[src/rtl/rect_loader_pkg.sv]
// Shared definitions for the rectangle descriptor loader: FSM states and
// the layout of one descriptor record in video memory.
package rect_loader_pkg;

    typedef enum logic [1:0] {
        ST_IDLE,
        ST_FETCH,
        ST_WAIT,
        ST_EMIT
    } rect_state_t;

    localparam int RECT_WORDS = 5;

    localparam logic [2:0] OFF_X     = 3'd0;
    localparam logic [2:0] OFF_Y     = 3'd1;
    localparam logic [2:0] OFF_W     = 3'd2;
    localparam logic [2:0] OFF_H     = 3'd3;
    localparam logic [2:0] OFF_COLOR = 3'd4;

endpackage

[src/rtl/rect_loader_edge_adder.sv]
// Saturating unsigned add used to turn origin + extent into a far edge;
// an overflowing sum clamps to all-ones instead of wrapping.
module edge_adder #(
    parameter int WIDTH = 16
) (
    input  logic [WIDTH-1:0] a,
    input  logic [WIDTH-1:0] b,
    output logic [WIDTH-1:0] sum
);

    logic [WIDTH:0] full;

    assign full = {1'b0, a} + {1'b0, b};
    assign sum  = full[WIDTH] ? {WIDTH{1'b1}} : full[WIDTH-1:0];

endmodule

[src/rtl/rect_loader.sv]
// Per-frame rectangle descriptor fetcher: reads origin/size records from
// video memory and writes edge-form entries into the GPU rect table.
`ifndef COORD_WIDTH
`define COORD_WIDTH 16
`endif

module rect_loader
    import rect_loader_pkg::*;
#(
    parameter int COORD_WIDTH = `COORD_WIDTH,
    parameter int DATA_WIDTH  = 16,
    parameter int ADDR_WIDTH  = 16,
    parameter int RECT_COUNT  = 64,
    parameter int BASE_ADDR   = 0,
    parameter int IDX_WIDTH   = (RECT_COUNT > 1) ? $clog2(RECT_COUNT) : 1
) (
    input  logic                   clk,
    input  logic                   reset_n,
    input  logic                   start,
    output logic                   busy,
    output logic                   done,
    output logic                   mem_rd_en,
    output logic [ADDR_WIDTH-1:0]  mem_addr,
    input  logic [DATA_WIDTH-1:0]  mem_rdata,
    output logic                   tbl_we,
    output logic [IDX_WIDTH-1:0]   tbl_idx,
    output logic [COORD_WIDTH-1:0] tbl_left,
    output logic [COORD_WIDTH-1:0] tbl_top,
    output logic [COORD_WIDTH-1:0] tbl_right,
    output logic [COORD_WIDTH-1:0] tbl_bottom,
    output logic [DATA_WIDTH-1:0]  tbl_color
);

    localparam logic [IDX_WIDTH-1:0]  LAST_IDX = IDX_WIDTH'(RECT_COUNT - 1);
    localparam logic [ADDR_WIDTH-1:0] BASE     = ADDR_WIDTH'(BASE_ADDR);
    localparam logic [ADDR_WIDTH-1:0] STRIDE   = ADDR_WIDTH'(RECT_WORDS);

    rect_state_t            state;
    rect_state_t            state_next;
    logic [2:0]             word;
    logic [2:0]             word_next;
    logic [IDX_WIDTH-1:0]   idx;
    logic [IDX_WIDTH-1:0]   idx_next;
    logic [ADDR_WIDTH-1:0]  rect_base;
    logic [ADDR_WIDTH-1:0]  rect_base_next;

    logic                   rd_en_d;
    logic [ADDR_WIDTH-1:0]  addr_d;
    logic [2:0]             tag_d;
    logic                   we_d;
    logic                   last;

    logic [2:0]             rd_tag;
    logic                   pend_valid;
    logic [2:0]             pend_tag;

    logic [COORD_WIDTH-1:0] coord;
    logic [COORD_WIDTH-1:0] x_q;
    logic [COORD_WIDTH-1:0] y_q;
    logic [COORD_WIDTH-1:0] w_q;
    logic [COORD_WIDTH-1:0] h_q;
    logic [COORD_WIDTH-1:0] right_sum;
    logic [COORD_WIDTH-1:0] bottom_sum;

    assign last  = (idx == LAST_IDX);
    assign coord = mem_rdata[COORD_WIDTH-1:0];

    always_ff @(posedge clk or negedge reset_n) begin
        if (!reset_n) begin
            state     <= ST_IDLE;
            word      <= '0;
            idx       <= '0;
            rect_base <= '0;
        end else begin
            state     <= state_next;
            word      <= word_next;
            idx       <= idx_next;
            rect_base <= rect_base_next;
        end
    end

    // The FSM runs one cycle ahead of the registered outputs. EMIT of a
    // non-final rectangle also issues word 0 of the next one, which keeps
    // the period at six cycles.
    always_comb begin
        state_next     = state;
        word_next      = word;
        idx_next       = idx;
        rect_base_next = rect_base;
        rd_en_d        = 1'b0;
        addr_d         = mem_addr;
        tag_d          = rd_tag;
        we_d           = 1'b0;

        case (state)
            ST_IDLE: begin
                if (start) begin
                    state_next     = ST_FETCH;
                    word_next      = OFF_X;
                    idx_next       = '0;
                    rect_base_next = BASE;
                end
            end
            ST_FETCH: begin
                rd_en_d = 1'b1;
                addr_d  = rect_base + ADDR_WIDTH'(word);
                tag_d   = word;
                if (word == OFF_COLOR) begin
                    state_next = ST_WAIT;
                end else begin
                    word_next = word + 3'd1;
                end
            end
            ST_WAIT: begin
                state_next = ST_EMIT;
            end
            ST_EMIT: begin
                we_d = 1'b1;
                if (last) begin
                    state_next = ST_IDLE;
                end else begin
                    rd_en_d        = 1'b1;
                    addr_d         = rect_base + STRIDE;
                    tag_d          = OFF_X;
                    rect_base_next = rect_base + STRIDE;
                    idx_next       = idx + IDX_WIDTH'(1);
                    word_next      = OFF_Y;
                    state_next     = ST_FETCH;
                end
            end
            default: begin
                state_next = ST_IDLE;
            end
        endcase
    end

    always_ff @(posedge clk or negedge reset_n) begin
        if (!reset_n) begin
            busy       <= 1'b0;
            mem_rd_en  <= 1'b0;
            mem_addr   <= '0;
            rd_tag     <= '0;
            pend_valid <= 1'b0;
            pend_tag   <= '0;
        end else begin
            busy       <= (state != ST_IDLE);
            mem_rd_en  <= rd_en_d;
            mem_addr   <= addr_d;
            rd_tag     <= tag_d;
            pend_valid <= mem_rd_en;
            pend_tag   <= rd_tag;
        end
    end

    // Read data arrives one cycle after its address; the delayed tag says
    // which field it belongs to. Color is taken directly at emit time.
    always_ff @(posedge clk or negedge reset_n) begin
        if (!reset_n) begin
            x_q <= '0;
            y_q <= '0;
            w_q <= '0;
            h_q <= '0;
        end else if (pend_valid) begin
            case (pend_tag)
                OFF_X:   x_q <= coord;
                OFF_Y:   y_q <= coord;
                OFF_W:   w_q <= coord;
                OFF_H:   h_q <= coord;
                default: ;
            endcase
        end
    end

    edge_adder #(
        .WIDTH (COORD_WIDTH)
    ) u_right_edge (
        .a   (x_q),
        .b   (w_q),
        .sum (right_sum)
    );

    edge_adder #(
        .WIDTH (COORD_WIDTH)
    ) u_bottom_edge (
        .a   (y_q),
        .b   (h_q),
        .sum (bottom_sum)
    );

    // Done follows the final table write by one cycle, when busy has dropped.
    always_ff @(posedge clk or negedge reset_n) begin
        if (!reset_n) begin
            tbl_we     <= 1'b0;
            tbl_idx    <= '0;
            tbl_left   <= '0;
            tbl_top    <= '0;
            tbl_right  <= '0;
            tbl_bottom <= '0;
            tbl_color  <= '0;
            done       <= 1'b0;
        end else begin
            tbl_we <= we_d;
            done   <= tbl_we && (tbl_idx == LAST_IDX);
            if (we_d) begin
                tbl_idx    <= idx;
                tbl_left   <= x_q;
                tbl_top    <= y_q;
                tbl_right  <= right_sum;
                tbl_bottom <= bottom_sum;
                tbl_color  <= mem_rdata;
            end
        end
    end

endmodule

[config.mk]
export PLATFORM = sky130hd
export DESIGN_NAME = rect_loader
export DESIGN_NICKNAME = d
export VERILOG_FILES = /design/src/rtl/rect_loader_pkg.sv /design/src/rtl/rect_loader_edge_adder.sv /design/src/rtl/rect_loader.sv
export SDC_FILE = /design/constraint.sdc
export NUM_CORES = 1
export LEC_CHECK = 0
export BUFFER_PORTS_ARGS = -buffer_cell sky130_fd_sc_hd__clkbuf_2
export CORE_MARGIN = 5
export CORE_UTILIZATION = 50
export DETAILED_ROUTE_END_ITERATION = 10
export MAX_ROUTING_LAYER = met4
export PLACE_DENSITY_LB_ADDON = 0.2
export SKIP_CTS_REPAIR_TIMING = 1
export SLEW_MARGIN = 20
export SYNTH_ARGS = -nofsm -noshare
export SYNTH_HDL_FRONTEND = slang
export SYNTH_HIERARCHICAL = 1
export SYNTH_SLANG_ARGS = --single-unit
[constraint.sdc]
create_clock -name clk -period 5.9 [get_ports clk]
set_input_delay 0.295 -clock clk [delete_from_list [all_inputs] [get_ports clk]]
set_output_delay 0.295 -clock clk [all_outputs]
set_load 0.02 [all_outputs]
======== Word level (Yosys, flattened, before mapping) ========
Cells that the tools add are included.
word-level totals
  logic and storage cells ................. 78
  bits in read-only memories .............. 0
  input bits .............................. 19
  latch bits .............................. 0
  RAM bits ................................ 0
  memories kept ........................... 0
  bits in registers ....................... 204
  output and inout bits ................... 106
operators by class
  bitwise logic cells ..................... 0
  shifts and indexed selects .............. 0
  eq/ne operators ......................... 13
  mux-type cells .......................... 22
  divide/modulo/power cells ............... 0
  order comparisons ....................... 0
  multipliers ............................. 0
  reduce and logical (&&, ||, !) cells .... 15
  add/sub/neg operators ................... 6
operator list
  cell                                                 count
  two-way mux 16 bit                                   4
  one-hot mux 16 bit (2 select lines)                  2
  adder 16 x 16 -> 17 bit                              2
  adder 16 x 3 -> 16 bit                               1
  adder 16 x 3 -> 16 bit, second input constant        1
  equality test 6 bit, second input constant           2
  two-way mux 3 bit                                    4
  two-way mux 6 bit                                    2
  one-hot mux 6 bit (2 select lines)                   1
  AND reduction 2 bit                                  6
  one-hot mux 3 bit (3 select lines)                   1
  inequality test 2 bit, second input constant         4
  one-hot mux 2 bit (4 select lines)                   1
  adder 6 x 1 -> 6 bit, second input constant          1
  equality test 3 x 2 -> 1 bit, second input constant  2
  one-hot mux 3 bit (2 select lines)                   1
  nonzero test 2 bit                                   3
  equality test 2 bit, second input constant           2
  two-way mux 2 bit                                    2
  AND reduction 4 bit                                  1
  adder 3 x 1 -> 3 bit, second input constant          1
  equality test 3 x 1 -> 1 bit, second input constant  1
  equality test 3 bit, second input constant           1
  zero test 3 bit                                      1
  other kinds (7)                                      9

======== Depth between registers and ports, before layout ========
  depth after elaboration ................. 3
  depth in mapped cells ................... 10
  depth with buffers taken out ............ 9

======== By module ========
Netlist, hierarchy kept.
modules (own cells, without submodules)
  module                       times used  sequential area each (µm²)  area an instance (µm²)  cells an instance
  rect_loader                  1           5104.9                      8460.6                  632
  edge_adder at u_right_edge   1           0.0                         833.3                   102
  edge_adder at u_bottom_edge  1           0.0                         812.0                   103

======== Least setup slack after synthesis ========
OpenSTA, ideal clock, no wires.
  path type ............................... register to register
  start point ............................. register y_q[0]
  end point ............................... register tbl_bottom[7]
  period minus slack after synthesis ...... 2510 ps
  arrival ................................. 2386 ps
  buffers on the path ..................... 1
  data required time ...................... 5775 ps
  cell stages (with the launch flop) ...... 11
  slack ................................... 3390 ps
  setup time .............................. 125 ps
  path through ............................ dfrtp_1 > ha_1 > fa_1 > a211oi_1 > o21ai_2 > o2111ai_2 > a31oi_2 > a21oi_4 > buf_6 > nand2_1 > mux2_2
between the ends
  word-level cells in the longest chain between the ends .. 2
ends and longest elaborated chain
  what                     line                          RTL
  from (decl)              rect_loader.sv:59             logic [COORD_WIDTH-1:0] y_q;
  from (signal assigned)   rect_loader.sv:166            OFF_Y: y_q <= coord;
  adder 16 x 16 -> 17 bit  rect_loader_edge_adder.sv:13  assign full = {1'b0, a} + {1'b0, b};
  two-way mux 16 bit       rect_loader_edge_adder.sv:14  assign sum = full[WIDTH] ? {WIDTH{1'b1}} : full[WIDTH-1:0];
  via bottom_sum[7]        rect_loader.sv:63             logic [COORD_WIDTH-1:0] bottom_sum;
  to (signal assigned)     rect_loader.sv:209            tbl_bottom <= bottom_sum;
  to (decl)                rect_loader.sv:30             output logic [COORD_WIDTH-1:0] tbl_bottom,
The timed path passes the listed nets, and every way through them passes these cells.
A chain may end at the register's enable or synchronous reset.

======== Worst setup path in the final report ========
  start point ............................. register state[1]
  end point ............................... register mem_addr[15]
between the ends
  word-level cells in the longest chain between the ends .. 3
  elaborated cells between the ends (all ways) .. 6
  classes of those cells .................. eq/ne: 3; mux: 1; reduce/logical: 2
ends and longest elaborated chain
  what                                                                                 line                RTL
  from (decl)                                                                          rect_loader.sv:38   rect_state_t state;
  from (signal assigned)                                                               rect_loader.sv:75   state <= state_next;
  equality test 2 bit / equality test 2 x 1 -> 1 bit (equally long branches)           rect_loader.sv:95   case (state)
  inequality test 2 bit (no source line) / nonzero test 2 bit (equally long branches)  --
  AND reduction 2 bit (no source line)                                                 --
  to (signal assigned)                                                                 rect_loader.sv:148  mem_addr <= addr_d;
  to (decl)                                                                            rect_loader.sv:23   output logic [ADDR_WIDTH-1:0] mem_addr,
Several ways; a longest one is shown, not always the timed one.

==> qor.tcl <==
set qor(status) {finished clean}
set qor(clkLatencyLatePin_ns) 0.50
set qor(timing.critical_path.required_ns) 6.33
set qor(critical_path.top_delay_family) {buffers and inverters}
set qor(netlist_area_um2) 10100
set qor(design.die.area_um2) 23200
set qor(totalWireLength_mm) 22.1
set qor(die_h_um) 152
set qor(synthAdderAreaFrac_pct) 6.04
set qor(floorplan.initialDensity_pct) 50.4
set qor(vdd.ir_drop.worst_v) 0.000296
set qor(worst_setup_end_kind) {flop}
set qor(die_w_um) 152
set qor(core.rowCount) 52
set qor(ctsHtreeMaxLevel) 1
set qor(floorplan.io_pins) 125
set qor(num-nets-final) 1023
set qor(max_clock_freq_mhz) 337
set qor(path_type_of_the_worst_min_delay_path) {primary input to flop}
set qor(route.detailed.vias_per_inst) 5.60
set qor(synth_xor_xnor_area_share_pct) 2.95
set qor(post_synth_num_cell_types) 73
set qor(clock-root-buffer) {sky130_fd_sc_hd__clkbuf_16}
set qor(track_usage_pct) 19.5
set qor(leakagePower_uw) 0.00523
set qor(dominant_combinational_cell_family_by_area_after_synthesis) {multiplexers}
set qor(clkSinkCount) 204
set qor(grt_first_pass_wirelength_mm) 36.7
set qor(synth.yosys.seq_area_share_pct) 50.5
set qor(grt_antenna_before_repair) 0
set qor(async_flop_share_pct) 100
set qor(ys.warnings.count) 6
set qor(grt_start_max_net_pins) 79
set qor(buffering_stage_count_on_the_worst_path_with_inverters_included) 2
set qor(number_of_global_route_vias_before_repair) 6877
set qor(gr-total-overflow) 0
set qor(diodes) 0
set qor(route.detailed.wl_per_inst_um) 17.8
set qor(detail_route.iter0.violations) 388
set qor(powerDensity_nw_per_um2) 706
set qor(cp.arrival_ns) 3.39
set qor(detail_route.first_pass.iterations) 4
set qor(area_growth_syn_to_layout_pct) 16.1
set qor(floorplan.core_area_um2) 20000
set qor(slew_violations) 0
set qor(synth.ff_latch_count) 204
set qor(crit_type) {flop to flop}
set qor(post-route-drc-count) 0
set qor(grt_setup_unrepaired) {false}
set qor(cts-root-to-sink-buffers) 3
set qor(tritoncts) {done}
set qor(timing.critical_path.slowest_cell_delay_ns) 0.73
set qor(cts.clk_slew.worst_paths_ns) 0.06
set qor(worst-slew-pin-transition_ns) 0.939
set qor(layout_cells_sized_above_1_pct) 37.2
set qor(post_synth_mux_area_share_pct) 17.2
set qor(syn-mean-instance-area_um2) 12.1
set qor(synth.net_count) 903
set qor(syn_inst) 837
set qor(yosys_most_used_dff) {sky130_fd_sc_hd__dfrtp_1}
set qor(place.port_buffers) 124
set qor(post_synth_and_or_nand_nor_area_fraction_pct) 8.70
set qor(report.final.hold_viol_count) 0
set qor(dpl.hpwl_mm) 15.4
set qor(min_period_over_period_pct) 50.3
set qor(layout_min_cycle_time_ns) 2.96
set qor(critPathMaxFanout) 58
set qor(complex_gate_fraction_of_the_synthesized_area_pct) 12.3
set qor(slew-limit-headroom_pct) 37.1
set qor(fin_worst_skew_ns) 0.0120
set qor(finalWorstSetupSlack_ns) 2.94
set qor(vias) 6956
set qor(detail-route-antenna-nets) 0
set qor(gp_congestion) 0.875
set qor(finalSetupViolCount) 0
set qor(max-cap-violations) 0
set qor(crit_path_top_delay_cell) {sky130_fd_sc_hd__buf_4}
set qor(pre_cts_ws_ns) 2.95
set qor(startpoint_type) {flop}
set qor(final.setup.tns_ns) 0
set qor(critical_path.cell_chain) {ha_4, buf_4, inv_1, nor4_1, a221oi_2, a21oi_1}
set qor(cts_made_buffers) 23
set qor(synth-edff-count) 0
-- final cells by class --
class                           count  area (um^2)
Fill cell                        1727         8300
Inverter                           10         37.5
Timing Repair Buffer              133          714
Multi-Input combinational cell    585         4820
Tap cell                          270          338
Clock buffer                       35          691
Clock inverter                      5         27.5
Sequential cell                   204         5100
-- cells in the mapped netlist, types with 5 or more instances --
cell | count | share of area, %
sky130_fd_sc_hd__a211oi_1 | 5 | 0.37
sky130_fd_sc_hd__a21o_1 | 13 | 0.97
sky130_fd_sc_hd__a21oi_1 | 47 | 2.3
sky130_fd_sc_hd__a22o_1 | 6 | 0.52
sky130_fd_sc_hd__a31oi_1 | 12 | 0.74
sky130_fd_sc_hd__buf_1 | 6 | 0.22
sky130_fd_sc_hd__buf_2 | 15 | 0.74
sky130_fd_sc_hd__clkbuf_1 | 11 | 0.41
sky130_fd_sc_hd__dfrtp_1 | 204 | 51
sky130_fd_sc_hd__ha_1 | 44 | 5.4
sky130_fd_sc_hd__inv_1 | 10 | 0.37
sky130_fd_sc_hd__mux2_2 | 151 | 17
sky130_fd_sc_hd__nand2_1 | 42 | 1.6
sky130_fd_sc_hd__nand2_2 | 12 | 0.74
sky130_fd_sc_hd__nand2b_1 | 7 | 0.43
sky130_fd_sc_hd__nand3_1 | 13 | 0.64
sky130_fd_sc_hd__nand4_1 | 8 | 0.50
sky130_fd_sc_hd__nor2_1 | 44 | 1.6
sky130_fd_sc_hd__nor3_1 | 12 | 0.59
sky130_fd_sc_hd__o21a_1 | 9 | 0.67
sky130_fd_sc_hd__o21ai_0 | 39 | 1.9
sky130_fd_sc_hd__xnor2_1 | 18 | 1.6
sky130_fd_sc_hd__xor2_1 | 16 | 1.4
-- cells by family (layout without fill, tap and decap cells) --
group,count (synthesis),in the layout
mux,155,155
buf+inv,48,183
flops,204,204
simple gates,172,172
xor+xnor,34,34
fa+ha+maj,47,47
compound gates,177,177
-- routing by layer --
layer | part of all wire, % | vias to the layer above | global-route usage [%] | routed length [um]
li1 | - | 3294 | - | -
met3 | 4.5 | 35 | 2.98 | 1000
met2 | 49 | 152 | 31.5 | 10800
met5 | 0 | - | - | 0
met1 | 45 | 3475 | 26.1 | 9960
met4 | 1.9 | 0 | 4.79 | 410
-- path summary, 6_finish.rpt --
kind | start | to | slack, ns | depth (start not counted)
min in group asynchronous | reset_n | tbl_top[8] | 0.35 | 2
max in group asynchronous | reset_n | tbl_color[8] | 4.35 | 3
min reg2reg | rd_tag[2] | pend_tag[2] | 0.37 | 0
min | mem_rdata[14] | tbl_color[14] | 0.12 | 2
max reg2reg | state[1] | mem_addr[15] | 2.94 | 6
max | state[1] | mem_addr[15] | 2.94 | 6
-- metrics by stage --
step / area (um^2) / instances / util, % / hold slack (ns) / power [uW]
floorplan: 10100 / 837 / - / -0.000591 / 5830
global placement: 11000 / 1198 / 54.7 / 0.321 / 6880
detailed placement: 11000 / 1201 / 54.9 / 0.327 / 6970
CTS: 11700 / 1241 / 58.5 / -0.210 / 8360
global route: 11700 / 1242 / 58.6 / 0.100 / 8910
finish: 11700 / 1242 / 58.6 / 0.121 / 8280
-- placed cells by master, fill, tap and decap left out, types with 3 or more instances in the layout --
cell type,n
sky130_fd_sc_hd__o21ai_0,39
sky130_fd_sc_hd__mux2i_1,4
sky130_fd_sc_hd__a211oi_1,5
sky130_fd_sc_hd__dfrtp_1,204
sky130_fd_sc_hd__o31ai_1,4
sky130_fd_sc_hd__clkbuf_1,5
sky130_fd_sc_hd__and4_1,4
sky130_fd_sc_hd__ha_1,43
sky130_fd_sc_hd__mux2_2,151
sky130_fd_sc_hd__inv_1,10
sky130_fd_sc_hd__buf_6,4
sky130_fd_sc_hd__nand2_2,12
sky130_fd_sc_hd__clkbuf_8,8
sky130_fd_sc_hd__nand3_1,13
sky130_fd_sc_hd__and3_1,4
sky130_fd_sc_hd__buf_4,4
sky130_fd_sc_hd__a21boi_0,3
sky130_fd_sc_hd__clkinv_2,4
sky130_fd_sc_hd__nand2b_1,7
sky130_fd_sc_hd__a22o_1,6
sky130_fd_sc_hd__nor3_1,12
sky130_fd_sc_hd__xor2_1,16
sky130_fd_sc_hd__fa_1,3
sky130_fd_sc_hd__nand2_1,42
sky130_fd_sc_hd__a31oi_1,12
sky130_fd_sc_hd__nor4_1,4
sky130_fd_sc_hd__o21ai_1,3
sky130_fd_sc_hd__nor2_1,44
sky130_fd_sc_hd__a21oi_1,47
sky130_fd_sc_hd__nand4_1,8
sky130_fd_sc_hd__clkbuf_2,123
sky130_fd_sc_hd__and2_1,3
sky130_fd_sc_hd__a2111oi_2,3
sky130_fd_sc_hd__xnor2_1,18
sky130_fd_sc_hd__a21o_1,13
sky130_fd_sc_hd__clkbuf_16,23
sky130_fd_sc_hd__o21a_1,9
-- registers in the layout, indices dropped and copies added (netlist names), 2 cells and up --
name	count
y_q	16
tbl_color	16
word	3
tbl_bottom	16
tbl_left	16
tbl_right	16
idx	6
h_q	16
tbl_idx	6
w_q	16
state	2
rect_base	16
tbl_top	16
x_q	16
pend_tag	3
rd_tag	3
mem_addr	16
-- worst register-to-register path, cell delays in order (launching register included) --
cell                       delay (ns)
sky130_fd_sc_hd__dfrtp_1         0.42
sky130_fd_sc_hd__ha_4            0.63
sky130_fd_sc_hd__buf_4           0.76
sky130_fd_sc_hd__inv_1           0.44
sky130_fd_sc_hd__nor4_1          0.43
sky130_fd_sc_hd__a221oi_2        0.06
sky130_fd_sc_hd__a21oi_1         0.15
-- power by group --
group / leakage [uW] / switching, uW / total [uW] / internal, uW
Clock: 0.000355 / 549 / 1350 / 801
Sequential: 0.00246 / 487 / 2560 / 2070
Combinational: 0.00241 / 2410 / 4370 / 1960
Total: 0.00523 / 3440 / 8280 / 4840
Note: power is estimated with default switching activity, not from simulation.
